[config.mk]
export PLATFORM = sky130hd
export DESIGN_NAME = pre_processor
export DESIGN_NICKNAME = d
export VERILOG_FILES = /design/src/rtl/FPU_pkg.sv /design/src/rtl/leading_zero_counter.sv /design/src/rtl/pre_processor.sv
export SDC_FILE = /design/constraint.sdc
export NUM_CORES = 1
export LEC_CHECK = 0
export ABC_AREA = 1
export CAP_MARGIN = 25
export CORE_MARGIN = 2
export CORE_UTILIZATION = 23
export CTS_CLUSTER_SIZE = 28
export DETAILED_ROUTE_END_ITERATION = 7
export PLACE_DENSITY = 0.4
export SLEW_MARGIN = 20
export SYNTH_ARGS = -nofsm -noshare
export SYNTH_HDL_FRONTEND = slang
export SYNTH_SLANG_ARGS = --single-unit
[constraint.sdc]
create_clock -name clk -period 3.4 [get_ports clk]
set_clock_uncertainty 0.2 [all_clocks]
set_input_delay 0.51 -clock clk [delete_from_list [all_inputs] [get_ports clk]]
set_output_delay 0.51 -clock clk [all_outputs]
set_load 0.01 [all_outputs]
[src/rtl/FPU_pkg.sv]
// Shared FPU constants and types: FCLASS bit indices, exponent constants and
// the unpacked-operand record used by the input stage.
package FPU_pkg;

    localparam int FPU_FLOAT_W = 32;
    localparam int FPU_MAN_W   = 24;
    localparam int FPU_EXP_W   = 10;

    localparam int FPU_CLASS_NINF = 0;
    localparam int FPU_CLASS_NNORM = 1;
    localparam int FPU_CLASS_NSUB = 2;
    localparam int FPU_CLASS_NZERO = 3;
    localparam int FPU_CLASS_PZERO = 4;
    localparam int FPU_CLASS_PSUB = 5;
    localparam int FPU_CLASS_PNORM = 6;
    localparam int FPU_CLASS_PINF = 7;
    localparam int FPU_CLASS_SNAN = 8;
    localparam int FPU_CLASS_QNAN = 9;

    // Exponents are 10-bit two's complement values.
    localparam logic [FPU_EXP_W-1:0] FPU_BIAS       = 10'd127;
    localparam logic [FPU_EXP_W-1:0] FPU_EXP_INF    = 10'd128;
    localparam logic [FPU_EXP_W-1:0] FPU_EXP_ZERO   = 10'h381;  // -127
    localparam logic [FPU_EXP_W-1:0] FPU_EXP_DENORM = 10'h382;  // -126

    typedef struct packed {
        logic                 sgn;
        logic [FPU_EXP_W-1:0] exp;
        logic [FPU_MAN_W-1:0] man;
        logic [9:0]           cls;
    } operand_t;

    typedef struct packed {
        logic       valid;
        logic [2:0] rm;
        operand_t   a;
        operand_t   b;
    } stage_t;

    function automatic logic [9:0] class_mask(input int idx);
        return 10'(1) << idx;
    endfunction

endpackage

[src/rtl/leading_zero_counter.sv]
// Combinational leading-zero count; an all-zero input reports WIDTH.
module leading_zero_counter #(
    parameter int WIDTH = 24,
    parameter int CNT_W = $clog2(WIDTH + 1)
) (
    input  logic [WIDTH-1:0] data_i,
    output logic [CNT_W-1:0] count_o
);

    // NOTE: the default assignment before the loop keeps this block free of inferred latches.
    always_comb begin
        count_o = CNT_W'(WIDTH);
        // Scanning upward, the last hit is the most significant set bit.
        for (int i = 0; i < WIDTH; i++) begin
            if (data_i[i]) begin
                count_o = CNT_W'(WIDTH - 1 - i);
            end
        end
    end

endmodule

[src/rtl/pre_processor.sv]
// FPU input stage: unpacks two binary32 operands into sign / signed exponent /
// normalized mantissa / FCLASS mask and registers them behind a valid/ready handshake.
module pre_processor
    import FPU_pkg::*;
(
    input  logic        clk,
    input  logic        reset,
    input  logic        flush,
    input  logic        valid_in,
    output logic        ready_out,
    output logic        valid_out,
    input  logic        ready_in,
    input  logic [2:0]  rm,
    input  logic [31:0] float_a,
    input  logic [31:0] float_b,
    output logic [2:0]  rm_out,
    output logic [23:0] man_a,
    output logic [23:0] man_b,
    output logic [9:0]  exp_a,
    output logic [9:0]  exp_b,
    output logic        sgn_a,
    output logic        sgn_b,
    output logic [9:0]  class_a,
    output logic [9:0]  class_b
);

    logic [4:0] lz_a;
    logic [4:0] lz_b;
    operand_t   op_a;
    operand_t   op_b;
    stage_t     stage_d;
    stage_t     stage_q;

    leading_zero_counter #(.WIDTH(24)) u_lzc_a (
        .data_i  ({1'b0, float_a[22:0]}),
        .count_o (lz_a)
    );

    leading_zero_counter #(.WIDTH(24)) u_lzc_b (
        .data_i  ({1'b0, float_b[22:0]}),
        .count_o (lz_b)
    );

    function automatic operand_t unpack_float(input logic [31:0] f, input logic [4:0] lz);
        operand_t   op;
        logic [7:0]  e;
        logic [22:0] fr;
        e      = f[30:23];
        fr     = f[22:0];
        op     = '0;
        op.sgn = f[31];
        if (e == 8'hFF) begin
            op.man = {1'b1, fr};
            op.exp = FPU_EXP_INF;
            if (fr == '0) op.cls = class_mask(f[31] ? FPU_CLASS_NINF : FPU_CLASS_PINF);
            else          op.cls = class_mask(fr[22] ? FPU_CLASS_QNAN : FPU_CLASS_SNAN);
        end else if (e == 8'h00) begin
            if (fr == '0) begin
                op.exp = FPU_EXP_ZERO;
                op.cls = class_mask(f[31] ? FPU_CLASS_NZERO : FPU_CLASS_PZERO);
            end else begin
                // Shift the subnormal until its leading one lands on the hidden-bit position.
                op.man = {1'b0, fr} << lz;
                op.exp = FPU_EXP_DENORM - {5'b0, lz};
                op.cls = class_mask(f[31] ? FPU_CLASS_NSUB : FPU_CLASS_PSUB);
            end
        end else begin
            op.man = {1'b1, fr};
            op.exp = {2'b0, e} - FPU_BIAS;
            op.cls = class_mask(f[31] ? FPU_CLASS_NNORM : FPU_CLASS_PNORM);
        end
        return op;
    endfunction

    assign op_a = unpack_float(float_a, lz_a);
    assign op_b = unpack_float(float_b, lz_b);

    assign ready_out = ready_in;

    // Flush wins over capture; a drain with no new capture empties the stage.
    always_comb begin
        stage_d = stage_q;
        if (flush) begin
            stage_d = '0;
        end else if (valid_in && ready_out) begin
            stage_d.valid = 1'b1;
            stage_d.rm    = rm;
            stage_d.a     = op_a;
            stage_d.b     = op_b;
        end else if (stage_q.valid && ready_in) begin
            stage_d = '0;
        end
    end

    // NOTE: sequential state uses non-blocking assignments so every register samples pre-edge values.
    always_ff @(posedge clk) begin
        if (!reset) begin
            stage_q <= '0;
        end else begin
            stage_q <= stage_d;
        end
    end

    assign valid_out = stage_q.valid && !flush;
    assign rm_out    = stage_q.rm;
    assign sgn_a     = stage_q.a.sgn;
    assign exp_a     = stage_q.a.exp;
    assign man_a     = stage_q.a.man;
    assign class_a   = stage_q.a.cls;
    assign sgn_b     = stage_q.b.sgn;
    assign exp_b     = stage_q.b.exp;
    assign man_b     = stage_q.b.man;
    assign class_b   = stage_q.b.cls;

endmodule
==> impl_metrics.csv <==
group,metric,value,unit
run_status,outcome,"finished, final reports clean",
floorplanning,coreArea,34460,sq um
timing,max_freq,0.3177,GHz
logic_synthesis,synthCells,1353,
pwr,switching_share,33.94,%
worst_setup_path,slowest_delay,0.41,ns
pwr,leakage,5.019,nW
pwr,clkPwrFrac,35.7,%
timing,tns,0,ns
pwr,switchingPower,0.001135,W
logic_synthesis,synth_top_area_share,22.89,%
drt,finalWirelength,33.85,mm
clock_tree,htree_levels,3,
logic_synthesis,synth_top_flop_cell,"dfxtp_1",
logic_synthesis,synth-adder-area-share,1.866,%
pwr,internal_power,0.002209,W
floorplanning,die-area,36490,sq um
finish,stdcell_area,11430,sq um
worst_setup_path,crit_family,"buffers and inverters",
global_route,grt_pass1_vias,9042,
logic_synthesis,synth_area_leaders,"dfxtp_1 23%, nand2_1 20%, nand3_1 13%, buf_4 9.1%, a21oi_1 6.7%",
drt,wire_per_inst,17.00,um
finish,multi_input_area,5105,sq um
hold_path,hold_class,"reg2reg",
drt,ant_nets,0,
clock_tree,cts_buffers,9,
finish,nets,1615,
clock_tree,postCtsHoldBufs,0,
logic_synthesis,yosysMostFrequentCell,"nand2_1",
pwr,ir_worst_vdd,0.0002228,V
logic_synthesis,yosys_warnings,0,
logic_synthesis,muxShareOfSynthArea,0,%
worst_setup_path,r2r_start,"stage_q[93]$_SDFFE_PP0P_",
clock_tree,cts_sinks,92,
drt,route.detailed.drc,0,
worst_setup_path,end_kind,"flop",
worst_setup_path,path_buf_inv,9,
drt,met1_length,15.75,mm
hold_path,hold_path_depth,2,
clock_tree,clockBufferDepth,2,
floorplanning,start_util,23.35,%
global_route,antenna_found_initial,0,
placed_design,dp_hpwl,25.47,mm
worst_setup_path,path_max_fanout,3,
global_route,grt.total_usage,17.92,%
drt,drtPass1Iterations,5,
global_route,grt_first_pass_wirelength,51.05,mm
worst_setup_path,critPathKind,"in2reg",
drt,vias,9374,
drt,met3WireLength,1.530,mm
logic_synthesis,synth_xor_area_share,0.7621,%
global_route,grt_overflow,0,
timing,max_slew.worst_pin.slew,0.5758,ns
hold_path,hold_path.startpoint,"stage_q[93]$_SDFFE_PP0P_",
timing,hold_violations,0,
logic_synthesis,synthSimpleGateAreaFrac,41.00,%
clock_tree,cts_tree,"yes",
drt,top_layer_used,"met4",
timing,maxSlewHeadroom,61.62,%
worst_setup_path,r2r_slack,1.76,ns
floorplanning,io_pins,167,
worst_setup_path,worstSetupStartpointType,"primary input",
logic_synthesis,synth_area,8045,sq um
worst_setup_path,crit_slowest_cell,"clkdlybuf4s50_1",
logic_synthesis,synth-compound-area-share,14.57,%
timing,fin_crit_sh,92.57,%
timing,setup_viol,0,
pwr,seqPwrFrac,33.2,%
worst_setup_path,path_cells,"clkdlybuf4s50_1, buf_4, nor4_1, buf_4, inv_1, nor2_1, buf_4, nand2_1, inv_1, ha_1, o21ai_0, inv_1, o21ai_0, buf_4, inv_1, nor2_1, nand2_1, a21oi_1",
logic_synthesis,synth_top_cell_by_area,"dfxtp_1",
logic_synthesis,synth_cell_types,41,
worst_setup_path,crit_required,3.48,ns
clock_tree,cts_root_buffer,"clkbuf_16",
finish,syn_to_final_growth,42.05,%
job,cap_violations,0,
clock_tree,clk_pin_slew,0.09,ns
global_route,grt_max_degree,59,
logic_synthesis,synth_top_family_by_area,"simple AND/OR/NAND/NOR gates",
worst_setup_path,crit_arrival,3.23,ns
logic_synthesis,synth_area_per_cell,5.946,sq um
finish,fill_cells,3837,
drt,dr.first_iter.drc_count,508,
drt,vias_per_cell,4.708,
timing,period_needed,3.147,ns
finish,seq_area,1842,sq um
logic_synthesis,synth_edf_count,0,
floorplanning,die_x,191.0,um
logic_synthesis,ys_seq_area_share,22.89,%
clock_tree,clkLatencyLatePin,0.37,ns
logic_synthesis,syn_nets,1437,
logic_synthesis,async_reset_ff_share,0,%
hold_path,hold_end,"stage_q[93]$_SDFFE_PP0P_",
floorplanning,rows,68,
finish,drive_gt1_share,19.99,%
timing,maxSlewViolCount,0,
pwr,comb_power_share,31.1,%
finish,insertedDiodeCount,0,
floorplanning,die_h,191.0,um
worst_setup_path,reg2reg_depth,6,
placed_design,port_buffers,166,
placed_design,placed_area,10430,sq um
logic_synthesis,synth-seq-cells,92,
pwr,p_per_area,292.6,nW/um^2
drt,met2_length,15.90,mm
logic_synthesis,synthTopCellsByCount,"419 x nand2_1, 207 x nand3_1, 121 x inv_1",
placed_design,gp_congestion,0.8807,
worst_setup_path,r2r-end,"exp_b[7]$_SDFFE_PP0P_",
-- cell type report --
type	count	share of cell area, %
Multi-Input combinational cell	976	44.67
Timing Repair Buffer	323	27.10
Sequential cell	92	16.12
Tap cell	455	4.981
Inverter	129	4.237
Clock buffer	9	1.971
Clock inverter	7	0.9306
-- cell usage in the layout (no fill, tap or decap), types with 7 or more instances in the layout --
cell and instances:
a21oi_1 96, a21oi_2 20, buf_12 10, buf_4 136
clkbuf_16 13, clkdlybuf4s50_1 155, dfxtp_1 92, dlymetal6s2s_1 11
ha_1 12, inv_1 117, inv_2 10, nand2_1 401
nand2_2 21, nand3_1 173, nand3_2 53, nand4_1 7
nor2_1 51, nor3_1 7, nor4_1 8, o21ai_0 35
o21ai_1 20, o22ai_1 16, xor2_1 7
-- worst register-to-register path, stage by stage (launching register included) --
cell	delay, ns
dfxtp_1	0.32
inv_1	0.10
o21ai_0	0.13
inv_2	0.12
buf_4	0.39
nand2_1	0.11
a21oi_1	0.17
-- through the flow --
stage               std cells  util [%]  total power [W]  setup slack [ns]  hold slack [ns]
global route             1991     33.17         0.003532         -0.006581           0.2779
detailed placement       1957     30.27         0.002071           -0.3874           0.2536
global placement         1957     30.27         0.002078           -0.4133           0.2487
floorplan                1353         -         0.001666            0.4491           0.2388
CTS                      1973     31.23         0.003285           0.04630           0.2665
finish                   1991     33.17         0.003344            0.2525           0.2659
-- power groups by stage --
stage | clock network, W | registers [W] | logic, W
after floorplan | 0 | 0.00113 | 0.000535
after global placement | 0 | 0.00114 | 0.000941
after detailed placement | 0 | 0.00114 | 0.000934
after CTS | 0.00123 | 0.00111 | 0.000939
after global routing | 0.00127 | 0.00111 | 0.00115
final | 0.00119 | 0.00111 | 0.00104
-- what timing repair did --
action,4_1_cts,5_1_grt
endpoints found under the setup margin,1,55
resized for setup,1,109
gates cloned,0,7
setup buffers,0,11
pin swaps,0,26
-- state kept, by name (all words and copies together), names as in the netlist, 3 cells and up --
signal / flops
class_a: 10
class_b: 10
man_b: 24
rm_out: 3
exp_b: 9
man_a: 24
exp_a: 9
-- worst max path at each step --
stage	start	to	slack, ns	cells past startpoint
final	float_a[5]	class_a[0]$_SDFFE_PP0P_	0.25	18
after global routing	float_a[5]	class_a[0]$_SDFFE_PP0P_	-0.007	18
after CTS	float_b[0]	man_b[17]$_SDFFE_PP0P_	0.05	29
after detailed placement	float_b[1]	exp_b[3]$_SDFFE_PP0P_	-0.39	19
after global placement	float_b[1]	exp_b[3]$_SDFFE_PP0P_	-0.41	19
after floorplan	float_b[22]	class_b[0]$_SDFFE_PP0P_	0.45	16
-- layer usage --
metal,global-route usage [%],vias up
li1,-,4703
met1,24.19,4371
met2,30.20,252
met3,2.166,48
met4,4.353,0
met5,0,-
-- cells by family (layout without fill, tap and decap cells) --
| logic type | count (synthesis) | count (layout) |
|---|---|---|
| compound gates | 213 | 213 |
| xor+xnor | 7 | 7 |
| fa+ha+maj | 12 | 12 |
| buf+inv | 288 | 468 |
| flops | 92 | 92 |
| simple gates | 741 | 744 |
No activity file was read; power rests on OpenSTA's default activity.
==> variant: new RTL, same settings <==
Make the reset (`reset`) asynchronous in one clocked block.
--- a/src/rtl/pre_processor.sv
+++ b/src/rtl/pre_processor.sv
@@ -93,7 +93,7 @@
     end
 
     // NOTE: sequential state uses non-blocking assignments so every register samples pre-edge values.
-    always_ff @(posedge clk) begin
+    always_ff @(posedge clk or negedge reset) begin
         if (!reset) begin
             stage_q <= '0;
         end else begin
Function: differs if reset is asserted again (counterexample within 4 cycles, from zero or initial values and one cycle with reset low); with reset held inactive, the same outputs for 4 cycles.
==> variant against the unedited design <==
  * Via count decreased by 3.1%
  * Combinational power about the same
  * Routed wire length up 2.1%
  * Cell area is 2.2% lower
  * Die area increased by 0.82%
  * Non-clock buffer count unchanged
  * Sequential cell count did not move
  * Synthesized area grew 0.84%
  * Synthesized cell count is 6.4% lower
  * Worst setup slack worse by 0.054 ns
  * Power grew 0.75%
  * Critical path type unchanged
  * Largest cell class unchanged
  * Largest power group is now sequential cells
==> variant: results (changes against the unedited design) <==
min_to: "man_a[0]"
initialDrtViolationCount: 745  # +47%
wl_met1_mm: 17.75  # +13%
route.met2.wl_mm: 14.65  # -7.8%
seq_area_frac_synth_pct: 28.38  # +5.5 points
met1_usage_pct: 28.57  # +4.4 points
num_antenna_cells: 1  # +1
use_met2_pct: 27.42  # -2.8 points
crit_end: "man_a[17]"
highest_layer: "met5"
arrival_ns: 3.31  # +0.08 ns
max_slew_margin_pct: 53.99  # -7.6 points
antenna_found_initial: 1  # +1
cp_max_fo: 12  # +9
synth_area_leaders: "dfrtp_1 (28%), nand2_1 (18%), nand3_1 (15%)"
first_global_vias: 8930  # -1.2%
syn_nets: 1351  # -6.0%
fillers: 3884  # +1.2%
ff2ff_setup_slack_ns: 1.73  # -0.03 ns
grt_usage_pct: 18.61  # +0.69 points
avgSynthCellArea_um2: 6.403  # +7.7%
cpPeakStageDelay_ns: 0.43  # +0.02 ns
final-nonclk-buf-share_pct: 26.36  # -0.74 points
worstRegToRegCells: 5  # -1
multi_input_area_share_pct: 40.98  # -3.7 points
hold_path.startpoint: "float_a[0]"
post_drt_wl_per_cell_um: 17.96  # +5.7%
finalNetCount: 1546  # -4.3%
place_hpwl_mm: 26.75  # +5.0%
gp_congestion: 0.8910  # +1.2%
multi_input_gates: 914  # -6.4%
synth_ff_type: "dfrtp_1"
pre_cts_slack_ns: -0.4583  # -0.07081 ns
power.switching_mw: 1.170  # +3.1%
p_leak_nw: 5.539  # +10%
synth_common_cells: "nand2_1 (398), nand3_1 (238), inv_1 (109), buf_4 (94), dfrtp_1 (92)"
outcome: "finished, final reports clean"
drive_above_1_share_pct: 16.29  # -3.7 points
dpl.cell_count: 1901  # -2.9%
worstSetupStartpoint: "float_a[4]"
ir_drop_mv: 0.2306  # +3.5%
seq_area_um2: 2302  # +25%
hp-class: "in -> reg"
grt_util_met3_pct: 2.741  # +0.57 points
finalWirelength_mm: 34.55  # +2.1%
ys_async_sr_fraction_pct: 100.0  # +100 points
avgViaCountPerCell: 4.723  # +0.32%
r2r_start: "stage_q[93]"
fin_area_um2: 11180  # -2.2%
r2r_end: "man_b[3]"
synth_cell_types: 43  # +4.9%
clkbuf_count: 10  # +1
==> variant: power by group through the flow <==
stage,Combinational [mW],Sequential (mW),Clock (mW)
detailed placement,1.01,1.19,0
finish,1.04,1.17,1.16
CTS,1.01,1.17,1.21
global placement,1.01,1.19,0
floorplan,0.553,1.18,0
global route,1.15,1.17,1.24
==> variant: cell families after synthesis <==
family | after synthesis | synth area share (%)
AND/OR/NAND/NOR | 723 | 39.00
buffers and inverters | 261 | 17.20
flip-flops | 92 | 28.38
XOR/XNOR | 8 | 0.8637
adder cells (fa/ha/maj) | 12 | 1.851
AO/OA/AOI/OAI | 171 | 12.71
==> variant: repair_timing <==
action / 4_1_cts / 5_1_grt
endpoints found under the hold margin: 22 / 0
hold buffers: 1 / 0
gates resized for setup: 1 / 54
endpoints found under the setup margin: 1 / 50
setup buffers: 0 / 3
pin swaps: 0 / 11
cloned: 0 / 1
